==> src/rtl/athos_xif_ctrl.sv <==
// athos_xif_ctrl: in-order instruction tracker and datapath sequencer for the ATHOS
// CUSTOM-0 extension. Accepted instructions wait in a circular slot buffer until the
// core commits or kills them; committed heads are run one at a time on the datapath
// and their results are returned in issue order.
// Optional feature: define ATHOS_CTRL_PERF_EN to build the performance counters.
module athos_xif_ctrl #(
  parameter int unsigned DEPTH  = 4,
  parameter int unsigned ID_W   = 4,
  parameter int unsigned DATA_W = 32
) (
  input  logic              clk_i,
  input  logic              rst_ni,
  input  logic              issue_valid_i,
  output logic              issue_ready_o,
  input  logic [ID_W-1:0]   issue_id_i,
  input  logic [31:0]       issue_instr_i,
  output logic              issue_accept_o,
  input  logic              commit_valid_i,
  input  logic [ID_W-1:0]   commit_id_i,
  input  logic              commit_kill_i,
  output logic              dp_start_o,
  output logic [31:0]       dp_instr_o,
  input  logic              dp_done_i,
  input  logic [DATA_W-1:0] dp_result_i,
  output logic              result_valid_o,
  input  logic              result_ready_i,
  output logic [ID_W-1:0]   result_id_o,
  output logic [DATA_W-1:0] result_data_o,
  output logic              busy_o,
  output logic [31:0]       perf_exec_cnt_o,
  output logic [31:0]       perf_kill_cnt_o
);

  localparam int unsigned PtrW = (DEPTH > 1) ? $clog2(DEPTH) : 1;

  typedef enum logic [1:0] {SlotIssued, SlotCommitted, SlotKilled} slot_e;
  typedef enum logic [1:0] {StIdle, StExec, StResp} state_e;

  logic [ID_W-1:0]   r_id    [DEPTH];
  logic [31:0]       r_instr [DEPTH];
  slot_e             r_slot  [DEPTH];
  logic [PtrW-1:0]   r_head, r_tail;
  logic [PtrW:0]     r_count;
  state_e            r_state, w_state_d;
  logic [DATA_W-1:0] r_result;

  logic              w_push, w_pop, w_start, w_capture, w_empty;
  logic              w_new_hit, w_found;
  logic [DEPTH-1:0]  w_hit;
  logic [PtrW-1:0]   w_idx;

  assign w_empty        = (r_count == '0);
  assign issue_ready_o  = (r_count < (PtrW+1)'(DEPTH));
  assign issue_accept_o = (issue_instr_i[6:0] == 7'b0001011);
  assign w_push         = issue_valid_i && issue_ready_o && issue_accept_o;

  // Commit target: a same-cycle issue of the same id wins, else the oldest ISSUED match.
  always_comb begin
    w_hit     = '0;
    w_found   = 1'b0;
    w_idx     = r_head;
    w_new_hit = w_push && commit_valid_i && (commit_id_i == issue_id_i);
    if (commit_valid_i && !w_new_hit) begin
      for (int unsigned k = 0; k < DEPTH; k++) begin
        w_idx = r_head + PtrW'(k);
        if (!w_found && ((PtrW+1)'(k) < r_count) && (r_slot[w_idx] == SlotIssued) &&
            (r_id[w_idx] == commit_id_i)) begin
          w_hit[w_idx] = 1'b1;
          w_found      = 1'b1;
        end
      end
    end
  end

  // Slot contents: allocation at the tail and commit/kill status updates.
  always_ff @(posedge clk_i or negedge rst_ni) begin
    if (!rst_ni) begin
      for (int unsigned k = 0; k < DEPTH; k++) begin
        r_id[k]    <= '0;
        r_instr[k] <= '0;
        r_slot[k]  <= SlotIssued;
      end
    end else begin
      for (int unsigned k = 0; k < DEPTH; k++) begin
        if (w_hit[k]) r_slot[k] <= commit_kill_i ? SlotKilled : SlotCommitted;
      end
      if (w_push) begin
        r_id[r_tail]    <= issue_id_i;
        r_instr[r_tail] <= issue_instr_i;
        r_slot[r_tail]  <= w_new_hit ? (commit_kill_i ? SlotKilled : SlotCommitted)
                                     : SlotIssued;
      end
    end
  end

  // Head/tail pointers and occupancy; pointers wrap naturally at DEPTH.
  always_ff @(posedge clk_i or negedge rst_ni) begin
    if (!rst_ni) begin
      r_head  <= '0;
      r_tail  <= '0;
      r_count <= '0;
    end else begin
      r_head  <= r_head + PtrW'(w_pop);
      r_tail  <= r_tail + PtrW'(w_push);
      r_count <= r_count + (PtrW+1)'(w_push) - (PtrW+1)'(w_pop);
    end
  end

  // Sequencer next state: start committed heads, drop killed heads, return results.
  always_comb begin
    w_state_d = r_state;
    w_pop     = 1'b0;
    w_start   = 1'b0;
    w_capture = 1'b0;
    unique case (r_state)
      StIdle: begin
        if (!w_empty) begin
          if (r_slot[r_head] == SlotCommitted) begin
            w_start   = 1'b1;
            w_state_d = StExec;
          end else if (r_slot[r_head] == SlotKilled) begin
            w_pop = 1'b1;
          end
        end
      end
      StExec: begin
        if (dp_done_i) begin
          w_capture = 1'b1;
          w_state_d = StResp;
        end
      end
      StResp: begin
        if (result_ready_i) begin
          w_pop     = 1'b1;
          w_state_d = StIdle;
        end
      end
      default: w_state_d = StIdle;
    endcase
  end

  // Sequencer state and captured datapath result.
  always_ff @(posedge clk_i or negedge rst_ni) begin
    if (!rst_ni) begin
      r_state  <= StIdle;
      r_result <= '0;
    end else begin
      r_state <= w_state_d;
      if (w_capture) r_result <= dp_result_i;
    end
  end

  assign dp_start_o     = w_start;
  assign dp_instr_o     = (w_start || (r_state == StExec)) ? r_instr[r_head] : '0;
  assign result_valid_o = (r_state == StResp);
  assign result_id_o    = result_valid_o ? r_id[r_head] : '0;
  assign result_data_o  = result_valid_o ? r_result : '0;
  assign busy_o         = !w_empty || (r_state != StIdle);

`ifdef ATHOS_CTRL_PERF_EN
  logic [31:0] r_exec_cnt, r_kill_cnt;

  // Count result handshakes and killed-slot drops; both wrap.
  always_ff @(posedge clk_i or negedge rst_ni) begin
    if (!rst_ni) begin
      r_exec_cnt <= '0;
      r_kill_cnt <= '0;
    end else begin
      if (w_pop && (r_state == StResp)) r_exec_cnt <= r_exec_cnt + 32'd1;
      if (w_pop && (r_state == StIdle)) r_kill_cnt <= r_kill_cnt + 32'd1;
    end
  end

  assign perf_exec_cnt_o = r_exec_cnt;
  assign perf_kill_cnt_o = r_kill_cnt;
`else
  assign perf_exec_cnt_o = '0;
  assign perf_kill_cnt_o = '0;
`endif

endmodule

==> config.mk <==
export PLATFORM = sky130hd
export DESIGN_NAME = athos_xif_ctrl
export DESIGN_NICKNAME = d
export VERILOG_FILES = /design/src/rtl/athos_xif_ctrl.sv
export SDC_FILE = /design/constraint.sdc
export NUM_CORES = 1
export LEC_CHECK = 0
export ABC_AREA = 1
export BUFFER_PORTS_ARGS = -buffer_cell sky130_fd_sc_hd__buf_4
export CAP_MARGIN = 40
export CORE_ASPECT_RATIO = 0.75
export CORE_MARGIN = 5
export CORE_UTILIZATION = 40
export DETAILED_ROUTE_END_ITERATION = 12
export GPL_ROUTABILITY_DRIVEN = 0
export GPL_TIMING_DRIVEN = 0
export SETUP_SLACK_MARGIN = 0.02
export SYNTH_ARGS = -nofsm -noshare
export SYNTH_HDL_FRONTEND = slang
export SYNTH_SLANG_ARGS = --single-unit
==> constraint.sdc <==
create_clock -name clk_i -period 4.2 [get_ports clk_i]
set_clock_uncertainty 0.15 [all_clocks]
set_input_delay 0.63 -clock clk_i [delete_from_list [all_inputs] [get_ports clk_i]]
set_output_delay 0.63 -clock clk_i [all_outputs]
set_load 0.01 [all_outputs]
==> results of run 1 <==
-- flip-flops by register name (all words and copies together), names as in the netlist --
name and flops:
r_tail 2, r_state 2, r_instr 128, r_id 16, r_head 2, r_result 32, r_count 3, r_slot 8
-- timing repair --
| item | 4_1_cts | 5_1_grt |
|---|---|---|
| hold buffers | 1 | 0 |
| gates resized for setup | 1 | 2 |
| endpoints found under the setup margin | 8 | 8 |
| hold endpoints to repair | 32 | 0 |
| pin swaps | 0 | 0 |
-- metrics by stage --
stage	TNS, ns	hold slack, ns	area [um^2]	setup WS, ns	instances
2_1_floorplan	0	0.184	10400	1.07	1384
3_3_place_gp	0	0.284	12000	0.0449	1873
3_5_place_dp	-0.0986	0.294	12100	-0.0342	1875
4_1_cts	0	0.226	12600	0.178	1906
5_1_grt	0	0.240	12600	0.0553	1904
6_report	0	0.239	12600	0.156	1904
-- per-layer routing --
| metal | share of wire | GRT usage | wire length (um) | vias up |
|---|---|---|---|---|
| li1 | - | - | - | 4541 |
| met1 | 0.49 | 0.319 | 15000 | 4463 |
| met2 | 0.44 | 0.314 | 13500 | 256 |
| met3 | 0.054 | 0.0349 | 1630 | 16 |
| met4 | 0.0093 | 0.0467 | 284 | 0 |
| met5 | 0 | 0 | 0 | - |
-- power by group --
group          switching, mW  total [mW]  internal, mW
Sequential             0.124        2.24          2.11
Combinational           2.07        3.18          1.12
Clock                  0.727        1.59         0.861
-- Yosys cell counts (5+ instances only) --
library cell  number
clkbuf_1          50
inv_1            124
o21ai_0          216
nand3_2           15
ha_1              14
or2_2              6
nor2_1           173
buf_2              6
o21ai_1            5
nand2_2           13
buf_4             66
a21oi_1           57
nand3_1           63
dfrtp_1          193
nand4_1            6
nand2_1          271
-- path summary, 6_finish.rpt --
kind	startpoint	endpoint	depth (start not counted)
worst min register to register	r_instr[65]$_DFFE_PN0P_	r_instr[65]$_DFFE_PN0P_	2
min in group asynchronous	rst_ni	r_instr[15]$_DFFE_PN0P_	2
worst max-delay path	r_head[0]$_DFF_PN0_	dp_instr_o[10]	12
max in group asynchronous	rst_ni	r_instr[98]$_DFFE_PN0P_	4
worst min-delay path	dp_done_i	r_state[0]$_DFFE_PN0P_	2
worst max register to register	r_head[0]$_DFF_PN0_	r_slot[5]$_DFF_PN0_	18
-- cells by family (layout without fill, tap and decap cells) --
| group | Yosys count | count (layout) | share of synthesized area |
|---|---|---|---|
| AOI/OAI and AO/OA | 282 | 282 | 0.139 |
| adders and majority gates | 15 | 15 | 0.0191 |
| DFF | 193 | 193 | 0.473 |
| xor gates and xnor gates | 4 | 4 | 0.00417 |
| other | 1 | 64 | 0.000368 |
| and+or+nand+nor | 565 | 565 | 0.238 |
| buffers and inverters | 261 | 443 | 0.126 |
-- worst max-delay path: stages (launching register included) --
cell      delay (ns)
dfrtp_1         0.46
buf_6           0.18
buf_4           0.18
nand2_1         0.11
nand3_2         0.09
nand2_2         0.09
a21oi_1         0.05
nand3_1         0.09
inv_1           0.07
a21oi_1         0.60
clkbuf_1        0.53
a21oi_1         0.19
buf_4           0.20
-- layout by cell type, fill, tap and decap left out, types with 5 or more instances in the layout --
cell type,count
nand4_1,6
o21ai_0,216
o21ai_1,5
clkbuf_16,17
clkbuf_1,48
conb_1,64
buf_4,216
a21oi_1,57
inv_1,124
nor2_1,173
nand3_2,15
nand2_2,13
or2_2,6
ha_1,14
nand3_1,63
buf_2,6
nand2_1,271
dfrtp_1,193
-- final cells by class --
| class | instances | area, um^2 | area share |
|---|---|---|---|
| Timing Repair Buffer | 154 | 1210 | 0.0956 |
| Clock buffer | 22 | 474 | 0.0376 |
| Multi-Input combinational cell | 930 | 4330 | 0.343 |
| Clock inverter | 8 | 80.1 | 0.00635 |
| Tap cell | 338 | 423 | 0.0335 |
| Buffer | 128 | 779 | 0.0618 |
| Inverter | 131 | 497 | 0.0394 |
| Sequential cell | 193 | 4830 | 0.383 |
==> impl_results.md, run 1 <==
* H-tree Lvls at 4
* DRC Markers at 0
* Clk sink count at ~190
* Die Wd at ~190 um
* Die Area at just under 30000 um^2
* Worst slew pin tran at 0.772 ns
* Total power at 7.01 mW
* Final hold violations at 0
* Post-synthesis register bit count at a little under 200
* Die Ht at between 100 and 150 um
* Fmax at about 0.25 GHz
* Largest area contributor in the netlist: dfrtp_1
* CP Class: reg -> out
* Vias at about 9300
* TritonCTS clock tree: built
* Worst min-delay path class: in -> reg
* Mapped Cells at about 1300
* Arr. time, crit path at 3.26 ns
* Pwr Density at around 560 nW/um^2
* Relative slew slack at 0.486
* Post-synth EDFFs at 0
* HPWL Detailed at around 22 mm
* Initial antenna violation count at 0
* Unrepaired setup endpoints after global routing: no
* Global route overflow at 0
* Core area at between 20000 and 30000 um^2
* Synth Area per Inst at between 7 and 8 um^2
* Initial DRT Pass Iterations at 5
* Global-route wire length before repair at roughly 49 mm
* Final critical-path required period at slightly above 4 ns
* Total CTS buffers at 17
* IO Pins at around 220
* MaxCap Viol Count at 0
* Distinct cell type count after synthesis at 37
* Leak at 6.50 nW
* Max Transition Viols Final at 0
* Area Overhead vs Synth at 23.7%
* Dominant cells by area after synthesis: dfrtp_1, o21ai_0, nand2_1, nor2_1, buf_4
* Final core utilization at 0.504
* Largest net degree at the start of global routing at 89
* CTS max path bufs at 2
* Drt initial violations at around 700
* Final period util at 0.963
* Post-synthesis sequential area ratio at 0.473
* Clock transition at path regs at 0.07 ns
* Std cell rows at 50
* Post-CTS Setup Inserts at 0
* I/O Buffers at 151
* Critical Path Source Type: flip-flop
* Nets at ~1600
* Clk root buf: clkbuf_16
* Share of layout cells above drive strength 1 at 0.197
* Final setup vio count at 0
* Top FF cell, synth: dfrtp_1
* Post-synth ARST share at 1.00
* Global-route usage over all layers at 0.209
* Routed len/inst at around 16 um
* CP endpoint kind: output port
* Status: finished clean
* Critical path required time at about 3.4 ns
* Starting Density at 0.408
* Max VDD drop at 0.406 mV
* Clock Latency Late Sink at between 0.4 and 0.5 ns
* Routed WL at just over 30 mm
* FILL cells at approximately 2500
* CP Max Fanout at 10
* Yosys top cell area share at 0.473
* Yosys warnings at 0
* Vias per cell at roughly 5
* Synthesized area at about 10000 um^2
* Routed Antenna Nets at 0
* R2r setup slk at 0.63 ns
* # diodes at 0
* Vias in the first global route at approximately 8900
Note: power is estimated with default switching activity, not from simulation.
==> run 2: changes to the inputs <==
Settings changed: CTS_BUF_LIST from default to sky130_fd_sc_hd__clkbuf_16, SLEW_MARGIN from default to 20.
==> run 2 against run 1 <==
  * Wire length about the same
  * Sequential cell count unchanged
  * Setup slack better by 0.021 ns
  * Largest power group unchanged
  * Sequential power about the same
  * Final area down 0.24%
  * Power down 0.84%
  * Worst hold slack worse by 0.0022 ns
  * Sequential share of layout area up 0.091 points
  * Largest cell class unchanged
  * Combinational power about the same
  * Highest routed layer unchanged
  * Register-to-register slack about the same
  * First-iteration DRC count up 5.7%
  * Cell count unchanged
==> impl_results.md, run 2 (same netlist as run 1, synthesis figures left out) <==
* Routing usage on met1 at 0.318
* Setup Total Neg Slack at 0 ns
* Cell family with most CP delay: buffers and inverters
* Reg2Reg Depth at 18
* Comb power frac at 0.458
* Worst Path Buf+Inv at 5
* Critical path required time at between 3 and 4 ns
* Vias per cell at approximately 4.9
* Core area at between 20000 and 30000 um^2
* Top Usage Layer GRT: met1
* Die Ht at 148 um
* HPWL Detailed at roughly 22 mm
* Clk root buf: clkbuf_16
* Clock Latency Late Sink at around 0.44 ns
* Origin of the critical flop-to-flop path: r_head[0]$_DFF_PN0_
* Pre-CTS setup slack at -0.0342 ns
* Starting Density at 0.408
* Net switching fraction of the power at 0.420
* MaxCap Viol Count at 0
* Worst slew pin tran at around 0.75 ns
* Share of layout cells above drive strength 1 at 0.195
* Routed Antenna Nets at 0
* Hold slack final at 0.237 ns
* Vias at between 9000 and 10000
* Worst min-delay path class: in -> reg
* Initial DRT Pass Iterations at 5
* Largest register FFs at roughly 130
* Commonest non-fill, non-tap cell in the layout: nand2_1
* Final period util at 0.958
* I/O Buffers at around 150
* Worst setup margin at about 0.18 ns
* Clk sink count at between 150 and 200
* Total power at 6.95 mW
* # diodes at 0
* CP Class: reg -> out
* Sequential Power Share at 0.322
* Unrepaired setup endpoints after global routing: no
* WHS Endpoint: r_state[0]$_DFFE_PN0P_
* Clock transition at path regs at 0.07 ns
* IO Pins at around 220
* Hold depth at 2
* Post-CTS Setup Inserts at 0
* HP Start: dp_done_i
* Total net switching power at between 2 and 3 mW
* Largest regs: r_instr x128, r_result x32, r_id x16
* Area Overhead vs Synth at 23.4%
* Die Wd at 194 um
* Final setup vio count at 0
* Biggest register: r_instr
* Global-route wire length before repair at 48.6 mm
* Fmax at about 0.25 GHz
* Commonest cells after routing, fill and taps aside: nand2_1, buf_4, o21ai_0, dfrtp_1, nor2_1
* Largest net degree at the start of global routing at 89
* Routed WL at 30.5 mm
* Critical path, cell by cell: buf_6, buf_4, nand2_1, nand3_2, nand2_2, a21oi_1, nand3_1, inv_1, a21oi_1, clkbuf_1, a21oi_1, buf_4
* Total CTS buffers at 17
* Critical Path Source Type: flip-flop
* Slowest Stage Delay on Critical Path at 0.59 ns
* Final hold violations at 0
* Die Area at between 20000 and 30000 um^2
* CTS max path bufs at 2
* Critical R2R Capture: r_slot[1]$_DFF_PN0_
* Pwr Density at approximately 550 nW/um^2
* Vias in the first global route at slightly below 9000
* Most frequent CP cell: a21oi_1
* Final critical-path required period at 4.02 ns
* Max VDD drop at 0.410 mV
* Status: finished clean
* Global-route usage over all layers at 0.209
* TritonCTS clock tree: built
* Relative slew slack at 0.499
* CP Max Fanout at 10
* R2r setup slk at 0.63 ns
* Leak at between 6 and 7 nW
* Met2 usage at 0.314
* CP endpoint kind: output port
* Drt initial violations at 719
* Clock Power Share at 0.220
* Max Transition Viols Final at 0
* Slowest library cell on the worst path: a21oi_1
* GRT met3 Usage at 0.0349
* DRC Markers at 0
* Arr. time, crit path at around 3.2 ns
* P_int at 4.03 mW
* Routed len/inst at approximately 16 um
* Std cell rows at 50
* Initial antenna violation count at 0
* H-tree Lvls at 4
* Global route overflow at 0
* Nets at 1649
## run 2: metal layers
metal  vias up  wire, um
li1       4541         -
met1      4437     15000
met2       266     13400
met3        19      1710
met4         0       298
met5         -         0
## run 2: layout make-up
| type | count | area, um^2 |
|---|---|---|
| Buffer | 128 | 779 |
| Sequential cell | 193 | 4830 |
| Clock buffer | 17 | 425 |
| Fill cell | 2547 | 12400 |
| Inverter | 131 | 497 |
| Clock inverter | 13 | 98.8 |
| Tap cell | 338 | 423 |
| Multi-Input combinational cell | 930 | 4330 |
| Timing Repair Buffer | 154 | 1210 |
## run 2: timing repair
action                     CTS  global route
hold buffers                 1             0
pin swaps                    0             0
setup endpoints to repair    8             8
gates resized for setup      1             2
hold endpoints to repair    32             0
## run 2: how the worst max path moves through the flow
stage / start / to / cells past startpoint
after global placement: r_head[0]$_DFF_PN0_ / r_slot[7]$_DFF_PN0_ / 19
after detailed placement: r_head[0]$_DFF_PN0_ / r_slot[1]$_DFF_PN0_ / 20
after floorplan: r_head[0]$_DFF_PN0_ / r_slot[5]$_DFF_PN0_ / 20
final: r_head[0]$_DFF_PN0_ / dp_instr_o[10] / 12
after CTS: r_head[0]$_DFF_PN0_ / dp_instr_o[10] / 12
after global routing: r_head[0]$_DFF_PN0_ / dp_instr_o[10] / 12
## run 2: worst reg2reg max path, delay by kind of cell, from the launching register on
| family | cells | cell delay [ns] |
|---|---|---|
| fa+ha+maj | 1 | 0.39 |
| flops | 1 | 0.47 |
| simple gates | 11 | 1.31 |
| buf+inv | 6 | 1.14 |
## run 2: metrics by stage
step / cell area [um^2] / std cells / utilization
after floorplan: 10400 / 1384 / -
after global placement: 12000 / 1873 / 0.479
after detailed placement: 12100 / 1875 / 0.482
after CTS: 12600 / 1906 / 0.503
after global routing: 12600 / 1904 / 0.503
final: 12600 / 1904 / 0.503
## run 2: power by group through the flow
stage / sequential, mW / combinational, mW / clock (mW)
3_3_place_gp: 2.26 / 3.11 / 0
2_1_floorplan: 2.24 / 2.04 / 0
3_5_place_dp: 2.27 / 3.16 / 0
5_1_grt: 2.26 / 3.55 / 1.62
4_1_cts: 2.24 / 3.18 / 1.55
6_report: 2.24 / 3.18 / 1.53
==> run 3: changes to the inputs <==
Settings changed: CELL_PAD_IN_SITES_DETAIL_PLACEMENT from default to 1, CELL_PAD_IN_SITES_GLOBAL_PLACEMENT from default to 2, CORE_UTILIZATION 40 to 31, PLACE_DENSITY_LB_ADDON from default to 0.1, RECOVER_POWER from default to 100.
==> run 3 against run 2 <==
  * The flow now finishes with violations (capacitance limit, slew limit)
  * Setup slack better by 0.095 ns
  * Sequential share of layout area is 0.53 points higher
  * First-iteration DRC count is 32% lower
  * Sequential cell count stayed put
  * Critical path depth is 3 lower
  * Via count is 0.15% higher
  * Power is 0.68% higher
==> impl_results.md, run 3 (same netlist as run 1, synthesis figures left out) <==
* CTS max path bufs at 2
* Final critical-path required period at slightly below 4 ns
* Largest regs: r_instr x128, r_result x32, r_id x16
* Clock transition at path regs at 0.08 ns
* Pre-CTS setup slack at -0.179 ns
* Setup Total Neg Slack at 0 ns
* Final hold violations at 0
* Leak at around 6.2 nW
* Commonest cells after routing, fill and taps aside: nand2_1, o21ai_0, dfrtp_1, nor2_1, buf_4
* Non-filler cells in the finished layout at 2012
* Unrepaired setup endpoints after global routing: no
* Largest register FFs at approximately 130
* Hold slack final at 0.233 ns
* Std cell rows at 57
* Initial antenna violation count at 0
* Final period util at 0.935
* Critical path required time at ~3.4 ns
* CP Class: reg -> out
* Status: complete, but fails checks
* Clk root buf: clkbuf_16
* TritonCTS clock tree: built
* IO Pins at 216
* HPWL Detailed at around 27 mm
* Relative slew slack at -0.107
* FILL cells at 4076
* # diodes at 0
* Largest net degree at the start of global routing at slightly below 90
* Worst setup margin at 0.271 ns
* Core area at 32400 um^2
* Starting Density at 0.314
* Initial DRT Pass Iterations at 4
* Share of layout cells above drive strength 1 at 0.145
* Routed Antenna Nets at 0
* Clock Latency Late Sink at 0.45 ns
* DRC Markers at 0
* H-tree Lvls at 4
* Violated checks: capacitance limit, slew limit
* CP endpoint kind: output port
* Nets at between 1500 and 2000
* Worst min-delay path class: in -> reg
* Max VDD drop at ~0.20 mV
* Die Area at 36700 um^2
* CP Max Fanout at 10
* Fmax at about 0.25 GHz
* Die Ht at 167 um
* Vias per cell at between 4 and 5
* Commonest non-fill, non-tap cell in the layout: nand2_1
* Global-route wire length before repair at approximately 57 mm
* Register area at ~4800 um^2
* Drt initial violations at 486
* Area Overhead vs Synth at 21.7%
* I/O Buffers at 151
* Total CTS buffers at 17
* MaxCap Viol Count at 1
* Routed WL at 35.5 mm
* Final setup vio count at 0
* Arr. time, crit path at 3.15 ns
* Vias in the first global route at ~10000
* Die Wd at 219 um
* Total power at approximately 7 mW
* Routed len/inst at approximately 18 um
* Vias at approximately 9000
* Critical Path Source Type: flip-flop
* Worst slew pin tran at 1.66 ns
* Biggest register: r_instr
* Placed cells at 1979
* Pwr Density at between 500 and 600 nW/um^2
* Max Transition Viols Final at 30
* Multi-input gate area at roughly 4300 um^2
* Clk sink count at roughly 190
* Global route overflow at 0
* Global-route usage over all layers at 0.197
run 3: worst paths after layout:
kind                                         start                       end  slack, ns  cells after the start
setup reg to reg               r_head[0]$_DFF_PN0_       r_slot[5]$_DFF_PN0_       0.46                     19
min in group asynchronous                   rst_ni   r_instr[24]$_DFFE_PN0P_       0.99                      2
setup / recovery               r_head[0]$_DFF_PN0_             dp_instr_o[7]       0.27                      9
hold / removal                     dp_result_i[25]  r_result[25]$_DFFE_PN0P_       0.23                      3
max in group asynchronous                   rst_ni   r_instr[15]$_DFFE_PN0P_       0.77                      3
hold reg to reg            r_instr[65]$_DFFE_PN0P_   r_instr[65]$_DFFE_PN0P_       0.31                      2
run 3: per-layer routing:
metal	routed length, um	GRT usage	vias to the layer above	share of wire
met5	0	0	-	0
met4	252	0.0352	0	0.0071
met3	1470	0.0316	16	0.041
met2	15500	0.296	154	0.44
met1	18300	0.303	4565	0.52
li1	-	-	4542	-
run 3: critical path, stage by stage (launching register included):
cell,delay (ns)
dfrtp_1,0.47
buf_6,0.19
buf_6,0.17
clkbuf_1,0.46
clkbuf_1,0.59
nor2_1,0.12
nor2_1,0.10
o21ai_0,0.12
a21oi_1,0.29
clkbuf_1,0.19
run 3: metrics by stage:
| step | util | instance area, um^2 |
|---|---|---|
| 4_1_cts | 0.393 | 12800 |
| 3_5_place_dp | 0.376 | 12200 |
| 2_1_floorplan | - | 10400 |
| 6_report | 0.383 | 12400 |
| 5_1_grt | 0.383 | 12400 |
| 3_3_place_gp | 0.374 | 12100 |
run 3: cell type report:
cell class,count,share of cell area
plain buffers,129,0.0627
clock buffers,17,0.0343
clock inverters,15,0.0114
inverters,131,0.0400
multi-input cells,930,0.345
flip-flops and latches,193,0.389
well taps,442,0.0445
repair buffers,155,0.0732
run 3: report_power, final:
part	switching (mW)	total [mW]	internal [mW]
combinational	2.14	3.12	0.982
clock	0.767	1.64	0.873
sequential	0.126	2.24	2.11
run 3: timing repair:
item / 4_1_cts / 5_1_grt
hold buffers: 1 / 0
setup buffers: 0 / 0
resized for setup: 2 / 2
hold endpoints to repair: 27 / 0
endpoints found under the setup margin: 12 / 8
gates cloned: 0 / 0
